**config.mk**
```make
export PLATFORM = sky130hd
export DESIGN_NAME = vga_sync_gen
export DESIGN_NICKNAME = d
export VERILOG_FILES = /design/src/rtl/vga_sync_gen.sv
export SDC_FILE = /design/constraint.sdc
export NUM_CORES = 1
export LEC_CHECK = 0
export BUFFER_PORTS_ARGS = -buffer_cell sky130_fd_sc_hd__buf_2
export CAP_MARGIN = 20
export CORE_MARGIN = 8
export CORE_UTILIZATION = 54
export DETAILED_ROUTE_END_ITERATION = 10
export PLACE_DENSITY = 0.84
export SYNTH_ARGS = -nofsm -noshare
export SYNTH_HDL_FRONTEND = slang
export SYNTH_SLANG_ARGS = --single-unit
```
**constraint.sdc**
```tcl
create_clock -name clk -period 2.4 [get_ports clk]
set_input_delay 0.48 -clock clk [delete_from_list [all_inputs] [get_ports clk]]
set_output_delay 0.48 -clock clk [all_outputs]
set_load 0.005 [all_outputs]
```
**src/rtl/vga_sync_gen.sv**
```systemverilog
// VGA 640x480 timing generator.
// A clock divider produces a one-clk pixel strobe. The pixel and line counters
// advance on that strobe. Sync and visible-area flags are decoded directly from
// the counters. A frame strobe and a frame counter mark each completed frame.
// The geometry parameters default to standard 640x480@60 timing.
`timescale 1ns/1ps

module vga_sync_gen #(
  parameter int PIX_DIV     = 4,    // clk cycles per pixel, 2..16
  parameter int FCNT_W      = 16,   // width of frame_count
  parameter int H_TOTAL     = 800,  // pixels per line
  parameter int H_SYNC      = 96,   // hSync low for hCount < H_SYNC
  parameter int H_ACT_START = 144,  // first visible pixel
  parameter int H_ACT       = 640,  // visible pixels per line
  parameter int V_TOTAL     = 525,  // lines per frame
  parameter int V_SYNC      = 2,    // vSync low for vCount < V_SYNC
  parameter int V_ACT_START = 35,   // first visible line
  parameter int V_ACT       = 480   // visible lines per frame
) (
  input  logic              clk,
  input  logic              rst,
  output logic [9:0]        hCount,
  output logic [9:0]        vCount,
  output logic              hSync,
  output logic              vSync,
  output logic              bright,
  output logic              pix_en,
  output logic              frame_tick,
  output logic [FCNT_W-1:0] frame_count
);

  localparam int DIV_W = (PIX_DIV > 1) ? $clog2(PIX_DIV) : 1;

  localparam logic [DIV_W-1:0] DIV_LAST  = DIV_W'(PIX_DIV - 1);
  localparam logic [9:0]       H_LAST    = 10'(H_TOTAL - 1);
  localparam logic [9:0]       V_LAST    = 10'(V_TOTAL - 1);
  localparam logic [9:0]       H_SYNC_C  = 10'(H_SYNC);
  localparam logic [9:0]       V_SYNC_C  = 10'(V_SYNC);
  localparam logic [9:0]       H_ACT_LO  = 10'(H_ACT_START);
  localparam logic [9:0]       H_ACT_HI  = 10'(H_ACT_START + H_ACT - 1);
  localparam logic [9:0]       V_ACT_LO  = 10'(V_ACT_START);
  localparam logic [9:0]       V_ACT_HI  = 10'(V_ACT_START + V_ACT - 1);

  logic [DIV_W-1:0]  r_div;
  logic              r_pix_en;
  logic [9:0]        r_h;
  logic [9:0]        r_v;
  logic              r_frame_tick;
  logic [FCNT_W-1:0] r_frame_count;

  logic w_div_last;
  logic w_h_last;
  logic w_v_last;

  assign w_div_last = (r_div == DIV_LAST);
  assign w_h_last   = (r_h == H_LAST);
  assign w_v_last   = (r_v == V_LAST);

  // Pixel-rate divider. The strobe is registered, so it is high in the cycle after the divider holds its last value.
  always_ff @(posedge clk) begin
    // NOTE: every state register is updated with <= so that all flops sample
    // pre-edge values. Blocking assignments here would chain the updates and
    // skew the pixel strobe against the counters it gates.
    if (rst) begin
      r_div    <= '0;
      r_pix_en <= 1'b0;
    end else begin
      r_pix_en <= w_div_last;
      r_div    <= w_div_last ? '0 : r_div + DIV_W'(1);
    end
  end

  // Horizontal and vertical position counters. They advance only on the pixel strobe.
  always_ff @(posedge clk) begin
    // NOTE: reset is synchronous and is evaluated before the strobe. An edge
    // with rst high therefore discards any pixel step that was due on that edge.
    if (rst) begin
      r_h <= '0;
      r_v <= '0;
    end else if (r_pix_en) begin
      if (w_h_last) begin
        r_h <= '0;
        r_v <= w_v_last ? '0 : r_v + 10'd1;
      end else begin
        r_h <= r_h + 10'd1;
      end
    end
  end

  // Frame strobe and frame counter. Both update on the edge that wraps the raster back to (0,0).
  always_ff @(posedge clk) begin
    if (rst) begin
      r_frame_tick  <= 1'b0;
      r_frame_count <= '0;
    end else begin
      r_frame_tick <= r_pix_en && w_h_last && w_v_last;
      if (r_pix_en && w_h_last && w_v_last) begin
        r_frame_count <= r_frame_count + FCNT_W'(1);
      end
    end
  end

  // Sync and visible-area flags are decoded from the counter registers with zero latency.
  assign hSync  = (r_h >= H_SYNC_C);
  assign vSync  = (r_v >= V_SYNC_C);
  assign bright = (r_h >= H_ACT_LO) && (r_h <= H_ACT_HI) &&
                  (r_v >= V_ACT_LO) && (r_v <= V_ACT_HI);

  assign hCount      = r_h;
  assign vCount      = r_v;
  assign pix_en      = r_pix_en;
  assign frame_tick  = r_frame_tick;
  assign frame_count = r_frame_count;

endmodule

```
After elaboration in Yosys (flattened, before gate mapping). Index checks and enable logic that the tools add are counted.

Bits in registers: 40. Latch bits: 0. Bits in writable memories: 0. Memory bits (read-only): 0. Input port bits: 2. Output and inout port bits: 41. Memories kept: 0.

$add $sub $neg: 4. Multipliers: 0. Divide/modulo/power cells: 0. Magnitude comparators: 6. Eq/ne operators: 3. Shifts and indexed selects: 0. Muxes and demuxes: 2. Bitwise logic cells: 0. Reductions and logical operators: 7.

Operators with widths (count): $add 10x1->10 const B (2); $eq 10x10->1 const B (2); $le 10x10->1 const B (2); $mux 10 (2); $add 16x1->16 const B (1); $ge 10x2->1 const B (1); $ge 10x6->1 const B (1); $ge 10x7->1 const B (1); $ge 10x8->1 const B (1); $logic_and 1x1->1 (5); $add 2x1->2 const B (1); $eq 2x2->1 const B (1); $reduce_and 2->1 (1); $reduce_or 2->1 (1).

Logic depth before layout (Yosys ltp).
Depth in word-level cells: 4. Gate-level depth with buffers: 7.

Least setup slack after synthesis. OpenSTA, ideal clock, no wires.

Path kind: register -> register. From: register r_v[0], in the netlist vCount[0]. To: register r_frame_count[15], in the netlist frame_count[15]. Library setup time: 0.121 ns. Arrival: 1.724 ns. Data required time: 2.279 ns. Slack: 0.555 ns. Stages on the path, launching flop included: 7. Path through: dfxtp_1 inv_1 ha_1 and4_1 nand4_1 nor4_1 mux2_2.

Cells in the longest elaborated chain, start to end: 2.

RTL lines: from (decl) (line 47) `logic [9:0] r_v;`; from (signal assigned) (line 83) `r_v <= w_v_last ? '0 : r_v + 10'd1;`; $eq 10x10->1 (line 57) `assign w_v_last = (r_v == V_LAST);`; $logic_and 1x1->1 (line 97) `if (r_pix_en && w_h_last && w_v_last) begin`; to (signal assigned) (line 98) `r_frame_count <= r_frame_count + FCNT_W'(1);`; to (decl) (line 49) `logic [FCNT_W-1:0] r_frame_count;`.

Every way passes these cells. A chain may end at the register's enable or synchronous reset.

Final worst setup path.
From: register r_v[6], in the netlist vCount[6]. To: output bright.

Cells in the longest elaborated chain, start to end: 3.

RTL lines: $ge 10x6->1 (line 107) `(r_v >= V_ACT_LO) && (r_v <= V_ACT_HI);`; $logic_and 1x1->1 (line 106) `assign bright = (r_h >= H_ACT_LO) && (r_h <= H_ACT_HI) &&`; $logic_and 1x1->1 (*) (line 107); to (decl) (line 26) `output logic bright,`.

Every way passes the cells marked *; elsewhere a longest branch is shown, timed or not.

==> results.toml <==
[outcome]
outcome = "completed"

[placement]
dpl.hpwl_um = 3340
gp_congestion = 0.820
dpl_cell_area_sq_mm = 0.00227
port_buffers = 42

[cells_and_area]
fin_area_sq_mm = 0.00237
layout_common_cells = "buf_2 (42), dfxtp_1 (40), a21oi_1 (21)"
mostFrequentLayoutCell = "buf_2"
syn2layout_area_growth_pct = 16.9
antenna_cells = 0
fin_nets = 280
drive_above_1_share_pct = 23.2
n_fill_cell = 318

[routing]
drc_errors = 0
wl_per_cell_um = 14.7
first_pass_iters = 4
wl_um = 4700
ant_nets = 0
vias = 1920
drt_iter0_markers = 146
drt-vias-per-instance = 6.00

[job]
cap_violations = 0

[pwr]
ir_drop_v = 0.000242
p_per_area_mw_per_mm2 = 496
p_leak_nw = 0.938

[logic_synthesis]
ys_ff_latch = 40
synth_top_family_by_area = "simple AND/OR/NAND/NOR gates"
synthAdderAreaFrac_pct = 4.32
synth_area_sq_mm = 0.00203
avgSynthCellArea_sq_um = 8.81
ys_warn_count = 0
synthCells = 230
async_flop_share_pct = 0
synth_top_flop_cell = "dfxtp_1"
syn-num-nets = 239
yosys.area_share.simple_pct = 30.5
synthXorXnorAreaFrac_pct = 4.32
muxShareOfSynthArea_pct = 2.72
ys_types = 39
synth-compound-area-share_pct = 14.4
seq_area_frac_synth_pct = 39.5
synth_edf_count = 0

[global_routing]
antenna_found_initial = 0
grt_pass1_vias = 1731
grt_use_total_pct = 16.2
grt_max_degree = 31
grt_pass1_wl_um = 8050
grt_overflow = 0

[critical_path]
crit_type = "flip-flop to primary output"
critical-path-top-delay-family = "compound AO/OA/AOI/OAI gates"
worstPathCellList = "nor3_4 -> a41oi_1 -> a31o_2 -> a311oi_1 -> buf_2"
critPathRequiredTime_ns = 1.92
cp_num_buf_inv = 1
critical_path_arrival_ns = 1.82
cp-start-kind = "flip-flop"
cp_slowest_cell = "dfxtp_1"
crit_fanout = 7
r2r_slack_ns = 0.27
max_stage_delay_ns = 0.38
crit_path_end_kind = "primary output"

[clock_network]
htreeDepth = 2
postCtsSetupBuffers = 0
cts_resized = 0
cts_tree = "built"
cts_root_buffer = "clkbuf_8"
cts_max_path_buffers = 2
cts_made_buffers = 5
clock_latency_ns = 0.30
cts_hold_buf = 0
path_clk_slew_ns = 0.08
clkSinkCount = 40

[sta]
slew_viol_final = 0
tns_ns = 0
slew_headroom_pct = 65.5
finalSetupViolations = 0
finalHoldViolCount = 0
tightest_slew_ns = 0.517
rsz0062_at_grt = "no"
max_clock_freq_mhz = 435
post-route-period-util_pct = 95.9
period_needed_ns = 2.30
skew_ns = 0.00445

[floorplanning]
core.rowCount = 22
coreArea_sq_mm = 0.00363
die_area_sq_mm = 0.00597
dieWidth_um = 77.2
die_h_um = 77.2
start_util_pct = 55.8
ioPinCount = 43

[min_path]
hold_class = "flip-flop to flip-flop"
cells by family (layout without fill, tap and decap cells):
family                     Yosys count  count (layout)
and+or+nand+nor                    101             101
xor gates and xnor gates            10              10
buffers and inverters               20              62
adders and majority gates            7               7
DFF                                 40              40
AOI/OAI and AO/OA                   47              47
muxes                                5               5
layout make-up:
type | count | area, sq um | area share (%)
multi-input combinational | 170 | 1140 | 48.1
sequential | 40 | 801 | 33.8
timing repair buffer | 46 | 240 | 10.1
clock buffer | 6 | 82.6 | 3.49
tap | 48 | 60.1 | 2.54
inverter | 8 | 30.0 | 1.27
clock inverter | 2 | 15.0 | 0.634
layer usage:
metal / routed length, um / vias to the layer above / part of all wire [%] / GRT usage (%)
met5: 0 / - / 0 / 0
met1: 2060 / 901 / 44 / 19.5
met4: 102 / 0 / 2.2 / 9.62
met3: 430 / 13 / 9.2 / 6.18
met2: 2100 / 63 / 45 / 23.8
li1: - / 943 / - / -
worst reg2reg max path: cells and delay by family, from the launching register on:
family	cells	cell delay [ns]
AND/OR/NAND/NOR	3	1.27
flip-flops	1	0.38
adder cells (fa/ha/maj)	1	0.15
AO/OA/AOI/OAI	1	0.15
buffers and inverters	1	0.11
synthesized netlist by cell type (all sizes together) (4+ instances only):
cell type / count / area [sq um]
o21ai: 6 / 30.0
a21oi: 21 / 105
xor2: 6 / 52.6
nor2: 18 / 67.6
nand4: 13 / 96.3
xnor2: 4 / 35.0
ha: 7 / 87.6
or4: 16 / 120
nand3: 12 / 60.1
nand2: 10 / 37.5
nor3: 7 / 46.3
clkbuf: 8 / 31.3
buf: 4 / 23.8
inv: 8 / 30.0
dfxtp: 40 / 801
and4: 5 / 45.0
and3: 4 / 25.0
o31ai: 14 / 105
nor2b: 5 / 31.3
mux2: 4 / 45.0
or3: 4 / 25.0
report_power, final:
part / switching [mW] / internal (mW)
combinational: 0.0176 / 0.00937
sequential: 0.00343 / 0.669
clock: 0.244 / 0.233
sequential cells by signal, summed over array words and instances (netlist names):
register	flops
frame_tick	1
hCount	10
r_div	2
pix_en	1
frame_count	16
vCount	10
stage by stage:
stage                     std cells  power (mW)  hold WS, ns  worst slack [ns]  util (%)
after CTS                       320        1.19        0.444             0.111      65.2
after detailed placement        312       0.715        0.425             0.323      62.5
final                           320        1.18        0.440            0.0986      65.2
after floorplan                 230       0.707        0.408             0.555         -
after global routing            320        1.22        0.465           0.00296      65.2
after global placement          312       0.714        0.420             0.349      62.5
final timing paths:
kind                            depth (start not counted)              to  startpoint
worst min register to register                          1        r_div[0]    r_div[0]
worst max register to register                          6  frame_count[8]   vCount[0]
worst max-delay path                                    5          bright   vCount[6]
worst min-delay path                                    1        r_div[0]    r_div[0]
Power figures use the tool's default switching activity.
